`src/rtl/quan_sar_if.sv`:
```
// quan_sar_if: sample-in / code-out handshake bundle for the SAR quantizer.
// Latency: none, wires only.
// Backpressure: in_ready/out_ready carry the valid-ready handshake in each direction.
interface quan_sar_if #(
  parameter int IN_WIDTH   = 16,
  parameter int CODE_WIDTH = 4
);
  logic [IN_WIDTH-1:0]   in_sample;
  logic                  in_valid;
  logic                  in_ready;
  logic [CODE_WIDTH-1:0] out_code;
  logic                  out_valid;
  logic                  out_ready;

  // Quantizer side.
  modport slave (
    input  in_sample,
    input  in_valid,
    output in_ready,
    output out_code,
    output out_valid,
    input  out_ready
  );

  // Producer/consumer side.
  modport master (
    output in_sample,
    output in_valid,
    input  in_ready,
    input  out_code,
    input  out_valid,
    output out_ready
  );
endinterface

```
`src/rtl/quan_sar.sv`:
```
// quan_sar: 16-bit unsigned sample -> 4-bit code, largest k with sample >= B[k], by successive approximation.
// Latency: out_valid rises on the 4th edge after the accepting edge; at most one sample per 6 cycles.
// Backpressure: result held in DONE while out_ready=0; in_ready is high only in IDLE.
module quan_sar #(
  parameter int IN_WIDTH   = 16,
  parameter int CODE_WIDTH = 4
) (
  input  logic        clk,
  input  logic        reset,
  quan_sar_if.slave   bus,
  output logic        busy,
  output logic [15:0] sample_cnt
);

  typedef enum logic [1:0] {
    IDLE   = 2'd0,
    SEARCH = 2'd1,
    DONE   = 2'd2
  } state_t;

  state_t                state_q, state_d;
  logic [IN_WIDTH-1:0]   sample_q, sample_d;
  logic [CODE_WIDTH-1:0] code_q, code_d;
  logic [1:0]            step_q, step_d;
  logic [15:0]           cnt_q, cnt_d;

  // Per-step search terms: the bit under test, the trial code and its boundary.
  logic [1:0]            bit_idx;
  logic [CODE_WIDTH-1:0] trial;
  logic [IN_WIDTH-1:0]   trial_bound;
  logic                  trial_hit;

  // Boundary table; B[0]=0 so every sample resolves to some code.
  function automatic logic [IN_WIDTH-1:0] boundary(input logic [CODE_WIDTH-1:0] idx);
    logic [IN_WIDTH-1:0] b;
    case (idx)
      4'd0:    b = 16'h0000;
      4'd1:    b = 16'h3AF9;
      4'd2:    b = 16'h51A8;
      4'd3:    b = 16'h6069;
      4'd4:    b = 16'h6BD7;
      4'd5:    b = 16'h74F2;
      4'd6:    b = 16'h7B04;
      4'd7:    b = 16'h7E7F;
      4'd8:    b = 16'h7FF7;
      4'd9:    b = 16'h8179;
      4'd10:   b = 16'h851C;
      4'd11:   b = 16'h8B7B;
      4'd12:   b = 16'h9511;
      4'd13:   b = 16'hA195;
      4'd14:   b = 16'hB2CE;
      default: b = 16'hC7CA;
    endcase
    return b;
  endfunction

  // MSB first: step 0 tests bit 3, step 3 tests bit 0. One lookup and one compare per cycle.
  assign bit_idx     = 2'd3 - step_q;
  assign trial       = code_q | (4'b0001 << bit_idx);
  assign trial_bound = boundary(trial);
  assign trial_hit   = (sample_q >= trial_bound);

  assign sample_cnt  = cnt_q;

  // State register and datapath registers; reset discards any sample in flight.
  always_ff @(posedge clk or posedge reset) begin
    if (reset) begin
      state_q  <= IDLE;
      sample_q <= '0;
      code_q   <= '0;
      step_q   <= '0;
      cnt_q    <= '0;
    end else begin
      state_q  <= state_d;
      sample_q <= sample_d;
      code_q   <= code_d;
      step_q   <= step_d;
      cnt_q    <= cnt_d;
    end
  end

  // Next-state and handshake outputs; out_code is forced to 0 whenever out_valid is low.
  always_comb begin
    state_d       = state_q;
    sample_d      = sample_q;
    code_d        = code_q;
    step_d        = step_q;
    cnt_d         = cnt_q;
    bus.in_ready  = 1'b0;
    bus.out_valid = 1'b0;
    bus.out_code  = '0;
    busy          = 1'b1;

    case (state_q)
      IDLE: begin
        busy         = 1'b0;
        bus.in_ready = 1'b1;
        if (bus.in_valid) begin
          sample_d = bus.in_sample;
          code_d   = '0;
          step_d   = '0;
          state_d  = SEARCH;
        end
      end

      SEARCH: begin
        if (trial_hit) begin
          code_d = trial;
        end
        step_d = step_q + 2'd1;
        if (step_q == 2'd3) begin
          state_d = DONE;
        end
      end

      DONE: begin
        bus.out_valid = 1'b1;
        bus.out_code  = code_q;
        if (bus.out_ready) begin
          cnt_d   = cnt_q + 16'd1;
          state_d = IDLE;
        end
      end

      default: begin
        state_d = IDLE;
      end
    endcase
  end

endmodule
```
`src/flat_wrapper.sv`:
```
// flat-port wrapper written by rule: the top's interface ports become plain ports
module quan_sar_flat 
#(
  parameter int IN_WIDTH   = 16,
  parameter int CODE_WIDTH = 4
)
  (clk, reset, busy, sample_cnt, bus_in_sample, bus_in_valid, bus_in_ready, bus_out_code, bus_out_valid, bus_out_ready);
  quan_sar_if #(.IN_WIDTH(IN_WIDTH), .CODE_WIDTH(CODE_WIDTH)) bus_i ();
  input  logic clk;
  input  logic reset;
  output logic busy;
  output logic [15:0] sample_cnt;
  input wire logic [$bits(bus_i.in_sample)-1:0] bus_in_sample;
  input wire logic [$bits(bus_i.in_valid)-1:0] bus_in_valid;
  output wire logic [$bits(bus_i.in_ready)-1:0] bus_in_ready;
  output wire logic [$bits(bus_i.out_code)-1:0] bus_out_code;
  output wire logic [$bits(bus_i.out_valid)-1:0] bus_out_valid;
  input wire logic [$bits(bus_i.out_ready)-1:0] bus_out_ready;
  assign bus_i.in_sample = bus_in_sample;
  assign bus_i.in_valid = bus_in_valid;
  assign bus_in_ready = bus_i.in_ready;
  assign bus_out_code = bus_i.out_code;
  assign bus_out_valid = bus_i.out_valid;
  assign bus_i.out_ready = bus_out_ready;
  quan_sar #(.IN_WIDTH(IN_WIDTH), .CODE_WIDTH(CODE_WIDTH)) u_core (.clk(clk), .reset(reset), .bus(bus_i), .busy(busy), .sample_cnt(sample_cnt));
endmodule
```
`config.mk`:
```
export PLATFORM = sky130hd
export DESIGN_NAME = quan_sar_flat
export DESIGN_NICKNAME = d
export VERILOG_FILES = /design/src/rtl/quan_sar_if.sv /design/src/rtl/quan_sar.sv /design/src/flat_wrapper.sv
export SDC_FILE = /design/constraint.sdc
export NUM_CORES = 1
export LEC_CHECK = 0
export BUFFER_PORTS_ARGS = -buffer_cell sky130_fd_sc_hd__buf_2
export CORE_MARGIN = 5
export CORE_UTILIZATION = 40
export CTS_BUF_LIST = sky130_fd_sc_hd__clkbuf_4
export CTS_CLUSTER_SIZE = 10
export DETAILED_ROUTE_END_ITERATION = 10
export HOLD_SLACK_MARGIN = 0.15
export PLACE_DENSITY = 0.6
export SYNTH_ARGS = -nofsm -noshare
export SYNTH_HDL_FRONTEND = slang
export SYNTH_SLANG_ARGS = --single-unit
```
`constraint.sdc`:
```
create_clock -name clk -period 8.05 [get_ports clk]
set_clock_uncertainty 0.15 [all_clocks]
set_input_delay 0.805 -clock clk [delete_from_list [all_inputs] [get_ports clk]]
set_output_delay 0.805 -clock clk [all_outputs]
set_load 0.03 [all_outputs]
```
==> tab_implementation.tex, run 1 <==
\begin{tabular}{lr}
\hline
Metric & Value \\
\hline
\multicolumn{2}{l}{\textbf{Layout}} \\
Area Growth Syn to Fin & 14.1\% \\
Area occupied by registers & 0.00100 mm2 \\
Multi-input gate area in the final layout & 0.00138 mm2 \\
Antenna Diode Count & 0 \\
Commonest non-fill, non-tap cell in the layout & buf\_2 \\
Fraction of final layout cells sized beyond drive strength 1 & 28.5\% \\
Finished Core Util & 47.1\% \\
Final nets & 328 \\
Most frequent cells in the layout & buf\_2, dfrtp\_1, ha\_1, nand2\_1, nor2\_1 \\
Fill count & 602 \\
\multicolumn{2}{l}{\textbf{Drt}} \\
Remaining DRCs & 0 \\
Number of vias after detailed routing & 1890 \\
Count of routing violations after the opening detailed-route iteration & 80 \\
Number of nets with antenna violations after detailed routing & 0 \\
Routed vias/inst & 5.26 \\
Total wirelength of the detailed-routed design & 5.10 mm \\
Wire per inst & 14.2 um \\
Detailed Routing Iterations Pass 1 & 4 \\
\multicolumn{2}{l}{\textbf{Synth}} \\
Synthesis warning total & 0 \\
FFs w/ async S/R, synth & 100\% \\
Count of flip-flops with a built-in enable after synthesis & 0 \\
Cell count after synthesis & 242 \\
Netlist area before placement & 0.00246 mm2 \\
Leading cell types by total area after synthesis & dfrtp\_1, ha\_1, mux2\_2, xnor2\_1, a21oi\_1 \\
Synthesized Nets & 287 \\
\#FFs+latches synth & 40 \\
Sequential share of the synthesized area & 40.8\% \\
Number of distinct library cell variants in the gate-level netlist after synthesis & 43 \\
Synth Flop Type & dfrtp\_1 \\
Area leader, netlist & dfrtp\_1 \\
Post-synthesis average cell area & 10.1 um2 \\
Post-synth top area share & 40.8\% \\
\multicolumn{2}{l}{\textbf{Critical path}} \\
Cell seen most often among critical-path stages & ha\_1 \\
CP Capture Type & register \\
Highest cell delay on the worst timing path & 440 ps \\
Number of buffers and inverters on the critical path & 1 \\
Cell with the largest stage delay on the worst path & dfrtp\_1 \\
Worst-path cell chain & inv\_1, ha\_1, or2\_2, ha\_1, or3\_1, a21oi\_1, nor2\_1, ha\_1, a21oi\_1, o21a\_1, a2bb2oi\_1, o2111ai\_2, a32o\_1 \\
Critical path startpoint category & register \\
Data arrival, critical path & 3720 ps \\
Cell family with the largest share of critical-path delay & compound AO/OA/AOI/OAI gates \\
Peak fanout along the critical path & 8 \\
Worst path required time & 8130 ps \\
Type of the setup path with the least slack & reg -> reg \\
\multicolumn{2}{l}{\textbf{Clock network}} \\
Post-CTS Hold Buffers & 0 \\
CTS HTree Levels & 2 \\
Post-CTS Repair Setup Buffers & 0 \\
Clk buf depth & 2 \\
Total CTS buffers & 5 \\
Root buf cell & clkbuf\_4 \\
CTS Sinks & 40 \\
Clock latency at the later pin of the worst-skew pair & 340 ps \\
Number of instances resized during post-cts repair & 0 \\
CTS tree & yes \\
Clk slew on worst S/H paths & 120 ps \\
\multicolumn{2}{l}{\textbf{GRT}} \\
Aggregate global routing overflow & 0 \\
Vias in the first global route & 1901 \\
Antenna violations before repair & 0 \\
Pin count of the biggest net entering global routing & 41 \\
GRT Total Usage & 14.4\% \\
Wire length of the first global-routing pass & 8.80 mm \\
\multicolumn{2}{l}{\textbf{Floorplanning}} \\
Area enclosed by the die boundary & 0.00781 mm2 \\
Die Span Y & 88.4 um \\
Total I/O pin count & 43 \\
Starting Density & 41.2\% \\
Core area & 0.00596 mm2 \\
Overall die width & 88.4 um \\
Cell Rows & 28 \\
\multicolumn{2}{l}{\textbf{Power}} \\
Internal & 0.663 mW \\
Switching power share of the total & 45.7\% \\
Clock power frac & 10.8\% \\
Largest vdd supply drop & 0.142 mV \\
Pwr Total & 1.22 mW \\
Leakage power figure & 1.38 nW \\
Switching Power & 0.558 mW \\
Power density cells & 436 mW/mm2 \\
Relative contribution of combinational cells to total power & 63.4\% \\
Share of power burned in registers & 25.8\% \\
\multicolumn{2}{l}{\textbf{Placement}} \\
RePlAce Congestion & 0.894 \\
IO buf count & 42 \\
Placed wire-length estimate & 3.98 mm \\
\multicolumn{2}{l}{\textbf{STA}} \\
Setup Total Neg Slack & 0 ps \\
Hold Fails Final Rpt & 0 \\
Slew headroom & 40.2\% \\
Max-slew violation count & 0 \\
Fmax achieved & 275 MHz \\
Setup-failing EPs final & 0 \\
Unrepaired setup endpoints after global routing & no \\
Final period util & 45.2\% \\
Min Tclk post-route & 3640 ps \\
Pin slew with the least headroom to its limit & 894 ps \\
\multicolumn{2}{l}{\textbf{Hold path}} \\
Min-Delay Path Class & reg -> reg \\
\multicolumn{2}{l}{\textbf{Status}} \\
Status & finished clean \\
\multicolumn{2}{l}{\textbf{Flow run}} \\
Number of maximum-capacitance constraint violations & 0 \\
\hline
\end{tabular}
==> power by group through the flow <==
stage          clock network [mW]  logic, mW  registers (mW)
6_report                    0.132      0.774           0.315
5_1_grt                     0.147      0.904           0.324
4_1_cts                     0.138      0.783           0.317
3_5_place_dp                    0      0.781           0.321
3_3_place_gp                    0      0.771           0.318
2_1_floorplan                   0      0.617           0.319
==> through the flow <==
stage	cells	area, um2	hold WS (ps)	setup slack (ps)
4_1_cts	359	2800	331	4380
6_report	359	2800	336	4410
2_1_floorplan	242	2460	322	4680
3_5_place_dp	351	2720	315	4440
5_1_grt	359	2800	340	4070
3_3_place_gp	351	2720	311	4470
==> kinds of logic after synthesis <==
| family | count (synthesis) | synth area share [%] |
|---|---|---|
| and+or+nand+nor | 79 | 17.1 |
| AOI/OAI and AO/OA | 49 | 12.9 |
| DFF | 40 | 40.8 |
| adders and majority gates | 25 | 12.7 |
| buffers and inverters | 17 | 3.06 |
| muxes | 17 | 7.79 |
| xor gates and xnor gates | 15 | 5.65 |
==> cells in the mapped netlist (2+ instances only) <==
cell type / n
nor3_1: 4
dfrtp_1: 40
inv_1: 6
or2_2: 4
a22o_1: 2
a211oi_1: 2
clkbuf_1: 4
o21ai_0: 13
nor2_2: 2
o22ai_1: 2
nand2_1: 22
xnor2_1: 11
xor2_1: 3
and3_1: 2
nand3_1: 7
nand4_1: 4
mux2_2: 17
a21oi_1: 17
clkinv_1: 2
a32o_1: 4
and2_1: 5
o32ai_1: 2
nand2b_4: 2
buf_2: 3
ha_1: 25
o21a_1: 2
nor2_1: 19
==> metal layers <==
layer	wire, um	GRT usage [%]	share of wire [%]	vias up
met5	0	0	0	-
met1	2290	17.5	45	893
met4	77	3.98	1.5	0
li1	-	-	-	940
met2	2440	25.0	48	50
met3	288	4.19	5.7	7
==> flip-flops by register name, summed over array words and instances, names as in the netlist <==
register           count
u_core.code_q          4
u_core.sample_q       16
u_core.sample_cnt     16
u_core.step_q          2
u_core.state_q         2
==> final timing paths <==
kind | depth (start not counted) | to | startpoint | slack (ps)
setup reg to reg | 13 | u_core.code_q[0] | u_core.step_q[0] | 4410
max in group asynchronous | 3 | u_core.state_q[0] | reset | 6970
hold reg to reg | 1 | u_core.sample_cnt[15] | u_core.sample_cnt[15] | 340
hold / removal | 1 | u_core.sample_cnt[15] | u_core.sample_cnt[15] | 340
setup / recovery | 13 | u_core.code_q[0] | u_core.step_q[0] | 4410
min in group asynchronous | 3 | u_core.sample_cnt[8] | reset | 420
==> area by class of cell <==
cell class / instances / area share, %
Clock buffer: 6 / 1.61
Clock inverter: 2 / 1.25
Inverter: 8 / 1.07
Multi-Input combinational cell: 185 / 49.2
Sequential cell: 40 / 35.7
Tap cell: 75 / 3.35
Timing Repair Buffer: 43 / 7.77
Power figures use the tool's default switching activity.
==> run 2: changes to the inputs <==
clock period = 3.67 ns   (was 8.05 ns; I/O delays follow)
==> tab_implementation.tex, run 2 (synthesized netlist as in run 1, its figures left out) <==
\begin{tabular}{lr}
\hline
Metric & Value \\
\hline
\multicolumn{2}{l}{\textbf{Flow run}} \\
Number of maximum-capacitance constraint violations & 0 (unchanged) \\
\multicolumn{2}{l}{\textbf{Critical path}} \\
Cell with the largest stage delay on the worst path & dfrtp\_1 (unchanged) \\
Type of the setup path with the least slack & reg -> reg (unchanged) \\
Worst-path cell chain & ha\_1, or2\_2, clkinv\_1, ha\_2, nor2\_2, o21ai\_0, o21ai\_0, ha\_1, nand2b\_4, a2111o\_1, o2111ai\_1, o2111ai\_2, a32o\_1 (was inv\_1, ha\_1, or2\_2, ha\_1, or3\_1, a21oi\_1, nor2\_1, ha\_1, a21oi\_1, o21a\_1, a2bb2oi\_1, o2111ai\_2, a32o\_1) \\
Data arrival, critical path & 3500 ps (was 3720 ps) \\
Highest cell delay on the worst timing path & 430 ps (was 440 ps) \\
CP Capture Type & register (unchanged) \\
Critical path startpoint category & register (unchanged) \\
Worst path required time & 3770 ps (was 8130 ps) \\
Number of buffers and inverters on the critical path & 1 (unchanged) \\
Peak fanout along the critical path & 7 (was 8) \\
Cell family with the largest share of critical-path delay & compound AO/OA/AOI/OAI gates (unchanged) \\
\multicolumn{2}{l}{\textbf{Drt}} \\
Number of vias after detailed routing & 1971 (was 1890) \\
Total wirelength of the detailed-routed design & 5.41 mm (was 5.10 mm) \\
Count of routing violations after the opening detailed-route iteration & 105 (was 80) \\
Routed vias/inst & 5.17 (was 5.26) \\
Remaining DRCs & 0 (unchanged) \\
Wire per inst & 14.2 um (about the same) \\
Detailed Routing Iterations Pass 1 & 4 (unchanged) \\
Number of nets with antenna violations after detailed routing & 0 (unchanged) \\
\multicolumn{2}{l}{\textbf{Placement}} \\
IO buf count & 42 (unchanged) \\
Worst setup timing slack at the placement stage & 185 ps (was 4440 ps) \\
Placed wire-length estimate & 4.10 mm (was 3.98 mm) \\
RePlAce Congestion & 0.932 (was 0.894) \\
\multicolumn{2}{l}{\textbf{STA}} \\
Pin slew with the least headroom to its limit & 1030 ps (was 894 ps) \\
Worst hold slack & 168 ps (was 336 ps) \\
Setup Total Neg Slack & 0 ps (unchanged) \\
Max-slew violation count & 0 (unchanged) \\
Fmax achieved & 295 MHz (was 275 MHz) \\
Setup-failing EPs final & 0 (unchanged) \\
Slew headroom & 31.4\% (was 40.2\%) \\
Hold Fails Final Rpt & 0 (unchanged) \\
Final WS setup & 275 ps (was 4410 ps) \\
Final period util & 92.5\% (was 45.2\%) \\
Min Tclk post-route & 3390 ps (was 3640 ps) \\
Unrepaired setup endpoints after global routing & no (unchanged) \\
\multicolumn{2}{l}{\textbf{Floorplanning}} \\
Starting Density & 41.2\% (unchanged) \\
Overall die width & 88.4 um (unchanged) \\
Cell Rows & 28 (unchanged) \\
Core area & 0.00596 mm2 (unchanged) \\
Die Span Y & 88.4 um (unchanged) \\
Total I/O pin count & 43 (unchanged) \\
Area enclosed by the die boundary & 0.00781 mm2 (unchanged) \\
\multicolumn{2}{l}{\textbf{Clock network}} \\
CTS tree & yes (unchanged) \\
Clk buf depth & 2 (unchanged) \\
Clk slew on worst S/H paths & 130 ps (was 120 ps) \\
CTS Sinks & 40 (unchanged) \\
CTS HTree Levels & 2 (unchanged) \\
Clock latency at the later pin of the worst-skew pair & 350 ps (was 340 ps) \\
Root buf cell & clkbuf\_4 (unchanged) \\
Total CTS buffers & 5 (unchanged) \\
\multicolumn{2}{l}{\textbf{Layout}} \\
Final nets & 350 (was 328) \\
Antenna Diode Count & 0 (unchanged) \\
Fraction of final layout cells sized beyond drive strength 1 & 29.4\% (was 28.5\%) \\
Area Growth Syn to Fin & 23.6\% (was 14.1\%) \\
Commonest non-fill, non-tap cell in the layout & buf\_2 (unchanged) \\
Most frequent cells in the layout & buf\_2, dfrtp\_1, ha\_1, nand2\_1, nor2\_1 (unchanged) \\
Fill count & 549 (was 602) \\
\multicolumn{2}{l}{\textbf{GRT}} \\
Aggregate global routing overflow & 0 (unchanged) \\
Wire length of the first global-routing pass & 9.18 mm (was 8.80 mm) \\
Vias in the first global route & 2022 (was 1901) \\
Pin count of the biggest net entering global routing & 29 (was 41) \\
GRT Total Usage & 15.1\% (was 14.4\%) \\
Antenna violations before repair & 0 (unchanged) \\
\multicolumn{2}{l}{\textbf{Power}} \\
Largest vdd supply drop & 0.370 mV (was 0.142 mV) \\
Leakage power figure & 1.47 nW (was 1.38 nW) \\
Power density cells & 926 mW/mm2 (was 436 mW/mm2) \\
\multicolumn{2}{l}{\textbf{Hold path}} \\
Min-Delay Path Class & in -> reg (was reg -> reg) \\
\multicolumn{2}{l}{\textbf{Status}} \\
Status & finished clean (unchanged) \\
\hline
\end{tabular}
==> run 2: area by class of cell <==
type                    count  area [um2]  share of cell area, %
inverters                   8        30.0                  0.989
well taps                  75        93.8                   3.09
clock buffers               5        37.5                   1.24
flip-flops and latches     40        1000                   33.0
clock inverters             3        46.3                   1.53
repair buffers             65         425                   14.0
multi-input cells         185        1400                   46.2
==> run 2: final timing paths <==
| path | from | to | slack [ps] | depth (start not counted) |
|---|---|---|---|---|
| setup reg to reg | u_core.step_q[0] | u_core.code_q[2] | 280 | 13 |
| hold / removal | bus_out_ready | u_core.sample_cnt[2] | 170 | 3 |
| hold reg to reg | u_core.sample_cnt[15] | u_core.sample_cnt[15] | 320 | 1 |
| min in group asynchronous | reset | u_core.sample_q[12] | 640 | 3 |
| max in group asynchronous | reset | u_core.sample_cnt[9] | 1960 | 4 |
| setup / recovery | u_core.step_q[0] | u_core.code_q[2] | 280 | 13 |
==> run 2: metrics by stage <==
step	power, mW	instances	cell area, um2	util, %
CTS	2.79	380	3010	50.5
detailed placement	2.47	355	2750	46.2
floorplan	2.05	242	2460	-
global route	3.14	381	3040	51.0
finish	2.81	381	3040	51.0
global placement	2.46	355	2750	46.2
==> run 2: timing repair <==
| action | 4_1_cts | 5_1_grt |
|---|---|---|
| setup endpoints to repair | 0 | 4 |
| endpoints found under the hold margin | 43 | 0 |
| setup buffers | 0 | 1 |
| hold buffers | 17 | 0 |
| gates resized for setup | 0 | 4 |
==> run 2: worst reg2reg max path: stages (launching register included) <==
cell and delay [ps]:
dfrtp_1 430, ha_1 250, or2_2 370, clkinv_1 90
ha_2 230, nor2_2 70, o21ai_0 180, o21ai_0 120
ha_1 280, nand2b_4 130, a2111o_1 400, o2111ai_1 100
o2111ai_2 210, a32o_1 290
==> run 2: report_power, final <==
part	leakage (nW)	internal [mW]	switching [mW]	total, mW
clock network	0.0418	0.146	0.156	0.301
logic	0.920	0.796	1.02	1.82
registers	0.509	0.586	0.105	0.691
total	1.47	1.53	1.28	2.81
==> run 2: metal layers <==
metal  track usage [%]  vias to the layer above  part of all wire [%]
met5                 0                        -                     0
met1              19.5                      924                    44
met2              25.4                       52                    49
met4              5.08                        0                   1.6
li1                  -                      986                     -
met3              2.79                        9                   5.0
==> run 3: changes to the inputs <==
clock period = 3.9 ns   (was 3.67 ns; I/O delays follow)
==> tab_implementation.tex, run 3 (synthesized netlist as in run 1, its figures left out) <==
\begin{tabular}{lr}
\hline
Metric & Value \\
\hline
\multicolumn{2}{l}{\textbf{Status}} \\
Status & finished clean (unchanged) \\
\multicolumn{2}{l}{\textbf{Floorplanning}} \\
Total I/O pin count & 43 (unchanged) \\
Starting Density & 41.2\% (unchanged) \\
Area enclosed by the die boundary & 0.00781 mm2 (unchanged) \\
Die Span Y & 88.4 um (unchanged) \\
Core area & 0.00596 mm2 (unchanged) \\
Overall die width & 88.4 um (unchanged) \\
Cell Rows & 28 (unchanged) \\
\multicolumn{2}{l}{\textbf{Clock network}} \\
Post-CTS Repair Setup Buffers & 0 (unchanged) \\
Clock latency at the later pin of the worst-skew pair & 340 ps (was 350 ps) \\
Root buf cell & clkbuf\_4 (unchanged) \\
Number of instances resized during post-cts repair & 0 (unchanged) \\
Clk slew on worst S/H paths & 120 ps (was 130 ps) \\
Clk buf depth & 2 (unchanged) \\
CTS HTree Levels & 2 (unchanged) \\
CTS tree & yes (unchanged) \\
Total CTS buffers & 5 (unchanged) \\
CTS Sinks & 40 (unchanged) \\
\multicolumn{2}{l}{\textbf{Layout}} \\
Commonest non-fill, non-tap cell in the layout & buf\_2 (unchanged) \\
Final nets & 347 (was 350) \\
Fraction of final layout cells sized beyond drive strength 1 & 27.2\% (was 29.4\%) \\
Finished Core Util & 49.7\% (was 51.0\%) \\
Fill count & 574 (was 549) \\
Area occupied by registers & 0.00100 mm2 (unchanged) \\
Most frequent cells in the layout & buf\_2, dfrtp\_1, ha\_1, nand2\_1, nor2\_1 (unchanged) \\
Antenna Diode Count & 0 (unchanged) \\
Area Growth Syn to Fin & 20.4\% (was 23.6\%) \\
Multi-input gate area in the final layout & 0.00138 mm2 (was 0.00140 mm2) \\
\multicolumn{2}{l}{\textbf{GRT}} \\
Vias in the first global route & 1907 (was 2022) \\
Aggregate global routing overflow & 0 (unchanged) \\
Pin count of the biggest net entering global routing & 28 (was 29) \\
GRT Total Usage & 14.5\% (was 15.1\%) \\
Wire length of the first global-routing pass & 8.87 mm (was 9.18 mm) \\
Antenna violations before repair & 0 (unchanged) \\
\multicolumn{2}{l}{\textbf{Critical path}} \\
Cell seen most often among critical-path stages & ha\_1 \\
Worst path required time & 3980 ps (was 3770 ps) \\
Data arrival, critical path & 3680 ps (was 3500 ps) \\
Type of the setup path with the least slack & reg -> reg (unchanged) \\
Number of buffers and inverters on the critical path & 1 (unchanged) \\
Peak fanout along the critical path & 8 (was 7) \\
Critical path startpoint category & register (unchanged) \\
Cell family with the largest share of critical-path delay & compound AO/OA/AOI/OAI gates (unchanged) \\
CP Capture Type & register (unchanged) \\
Worst-path cell chain & inv\_1, ha\_1, or2\_2, ha\_1, or3\_1, a21oi\_1, nor2\_1, ha\_1, a21oi\_1, o21a\_1, a2bb2oi\_1, o2111ai\_2, a32o\_1 (was ha\_1, or2\_2, clkinv\_1, ha\_2, nor2\_2, o21ai\_0, o21ai\_0, ha\_1, nand2b\_4, a2111o\_1, o2111ai\_1, o2111ai\_2, a32o\_1) \\
Highest cell delay on the worst timing path & 430 ps (about the same) \\
Cell with the largest stage delay on the worst path & dfrtp\_1 (unchanged) \\
\multicolumn{2}{l}{\textbf{Drt}} \\
Total wirelength of the detailed-routed design & 5.23 mm (was 5.41 mm) \\
Routed vias/inst & 5.20 (was 5.17) \\
Wire per inst & 13.9 um (was 14.2 um) \\
Remaining DRCs & 0 (unchanged) \\
Detailed Routing Iterations Pass 1 & 4 (unchanged) \\
Number of vias after detailed routing & 1959 (was 1971) \\
Number of nets with antenna violations after detailed routing & 0 (unchanged) \\
Count of routing violations after the opening detailed-route iteration & 64 (was 105) \\
\multicolumn{2}{l}{\textbf{Placement}} \\
IO buf count & 42 (unchanged) \\
RePlAce Congestion & 0.919 (was 0.932) \\
Placed wire-length estimate & 4.05 mm (was 4.10 mm) \\
\multicolumn{2}{l}{\textbf{Power}} \\
Power density cells & 843 mW/mm2 (was 926 mW/mm2) \\
Largest vdd supply drop & 0.292 mV (was 0.370 mV) \\
Leakage power figure & 1.44 nW (was 1.47 nW) \\
\multicolumn{2}{l}{\textbf{STA}} \\
Slew headroom & 32.5\% (was 31.4\%) \\
Unrepaired setup endpoints after global routing & no (unchanged) \\
Setup Total Neg Slack & 0 ps (unchanged) \\
Worst hold slack & 219 ps (was 168 ps) \\
Min Tclk post-route & 3600 ps (was 3390 ps) \\
Setup-failing EPs final & 0 (unchanged) \\
Max-slew violation count & 0 (unchanged) \\
Hold Fails Final Rpt & 0 (unchanged) \\
Final period util & 92.3\% (was 92.5\%) \\
Fmax achieved & 278 MHz (was 295 MHz) \\
Pin slew with the least headroom to its limit & 1010 ps (was 1030 ps) \\
\multicolumn{2}{l}{\textbf{Hold path}} \\
Min-Delay Path Class & in -> reg (unchanged) \\
\multicolumn{2}{l}{\textbf{Flow run}} \\
Number of maximum-capacitance constraint violations & 0 (unchanged) \\
\hline
\end{tabular}
run 3: cell count changes in the layout (fill, tap and decap cells not counted):
cell       change
a21oi_1        +1
a21oi_2        -1
buf_4          -3
bufinv_16      -1
clkinv_2       +1
ha_1           +2
ha_2           -1
ha_4           -1
inv_6          -1
nor2_1         +1
nor2_2         -1
run 3: where the power goes:
group	total [mW]	switching (mW)	internal, mW
combinational	1.65	0.942	0.706
clock	0.197	0.131	0.0658
sequential	0.650	0.0974	0.552
run 3: final cells by class:
cell class,instances,share of cell area (%)
multi-input cells,185,46.7
flip-flops and latches,40,33.8
repair buffers,62,13.6
well taps,75,3.17
clock buffers,5,1.27
inverters,8,1.02
clock inverters,2,0.423
run 3: per-stage QoR:
step | cells | instance area (um2) | total power, mW | setup slack (ps)
after floorplan | 242 | 2460 | 1.93 | 528
after global placement | 353 | 2740 | 2.28 | 411
after detailed placement | 353 | 2740 | 2.30 | 349
after CTS | 377 | 2960 | 2.52 | 309
after global routing | 377 | 2960 | 2.79 | 38.1
final | 377 | 2960 | 2.49 | 301
run 3: repair_timing:
item	4_1_cts	5_1_grt
endpoints found under the hold margin	42	0
hold buffers	17	0
endpoints found under the setup margin	0	0
run 3: tightest hold or removal path: cells and delay by family:
kind	cells	cell delay, ps
buffers and inverters	1	130
and+or+nand+nor	1	100
xor gates and xnor gates	1	60
run 3: worst paths after layout:
| kind | start | end | slack, ps | cells after the start |
|---|---|---|---|---|
| max in group asynchronous | reset | u_core.code_q[2] | 2170 | 4 |
| hold / removal | bus_out_ready | u_core.sample_cnt[2] | 220 | 3 |
| min in group asynchronous | reset | u_core.sample_cnt[15] | 670 | 3 |
| setup / recovery | u_core.step_q[0] | u_core.code_q[2] | 300 | 13 |
| setup reg to reg | u_core.step_q[0] | u_core.code_q[2] | 300 | 13 |
| hold reg to reg | u_core.sample_cnt[15] | u_core.sample_cnt[15] | 320 | 1 |
run 3: per-layer routing:
| layer | global-route usage [%] | vias up | routed length [um] |
|---|---|---|---|
| li1 | - | 986 | - |
| met2 | 23.2 | 55 | 2410 |
| met5 | 0 | - | 0 |
| met3 | 3.17 | 6 | 232 |
| met4 | 6.04 | 0 | 87 |
| met1 | 18.9 | 912 | 2510 |
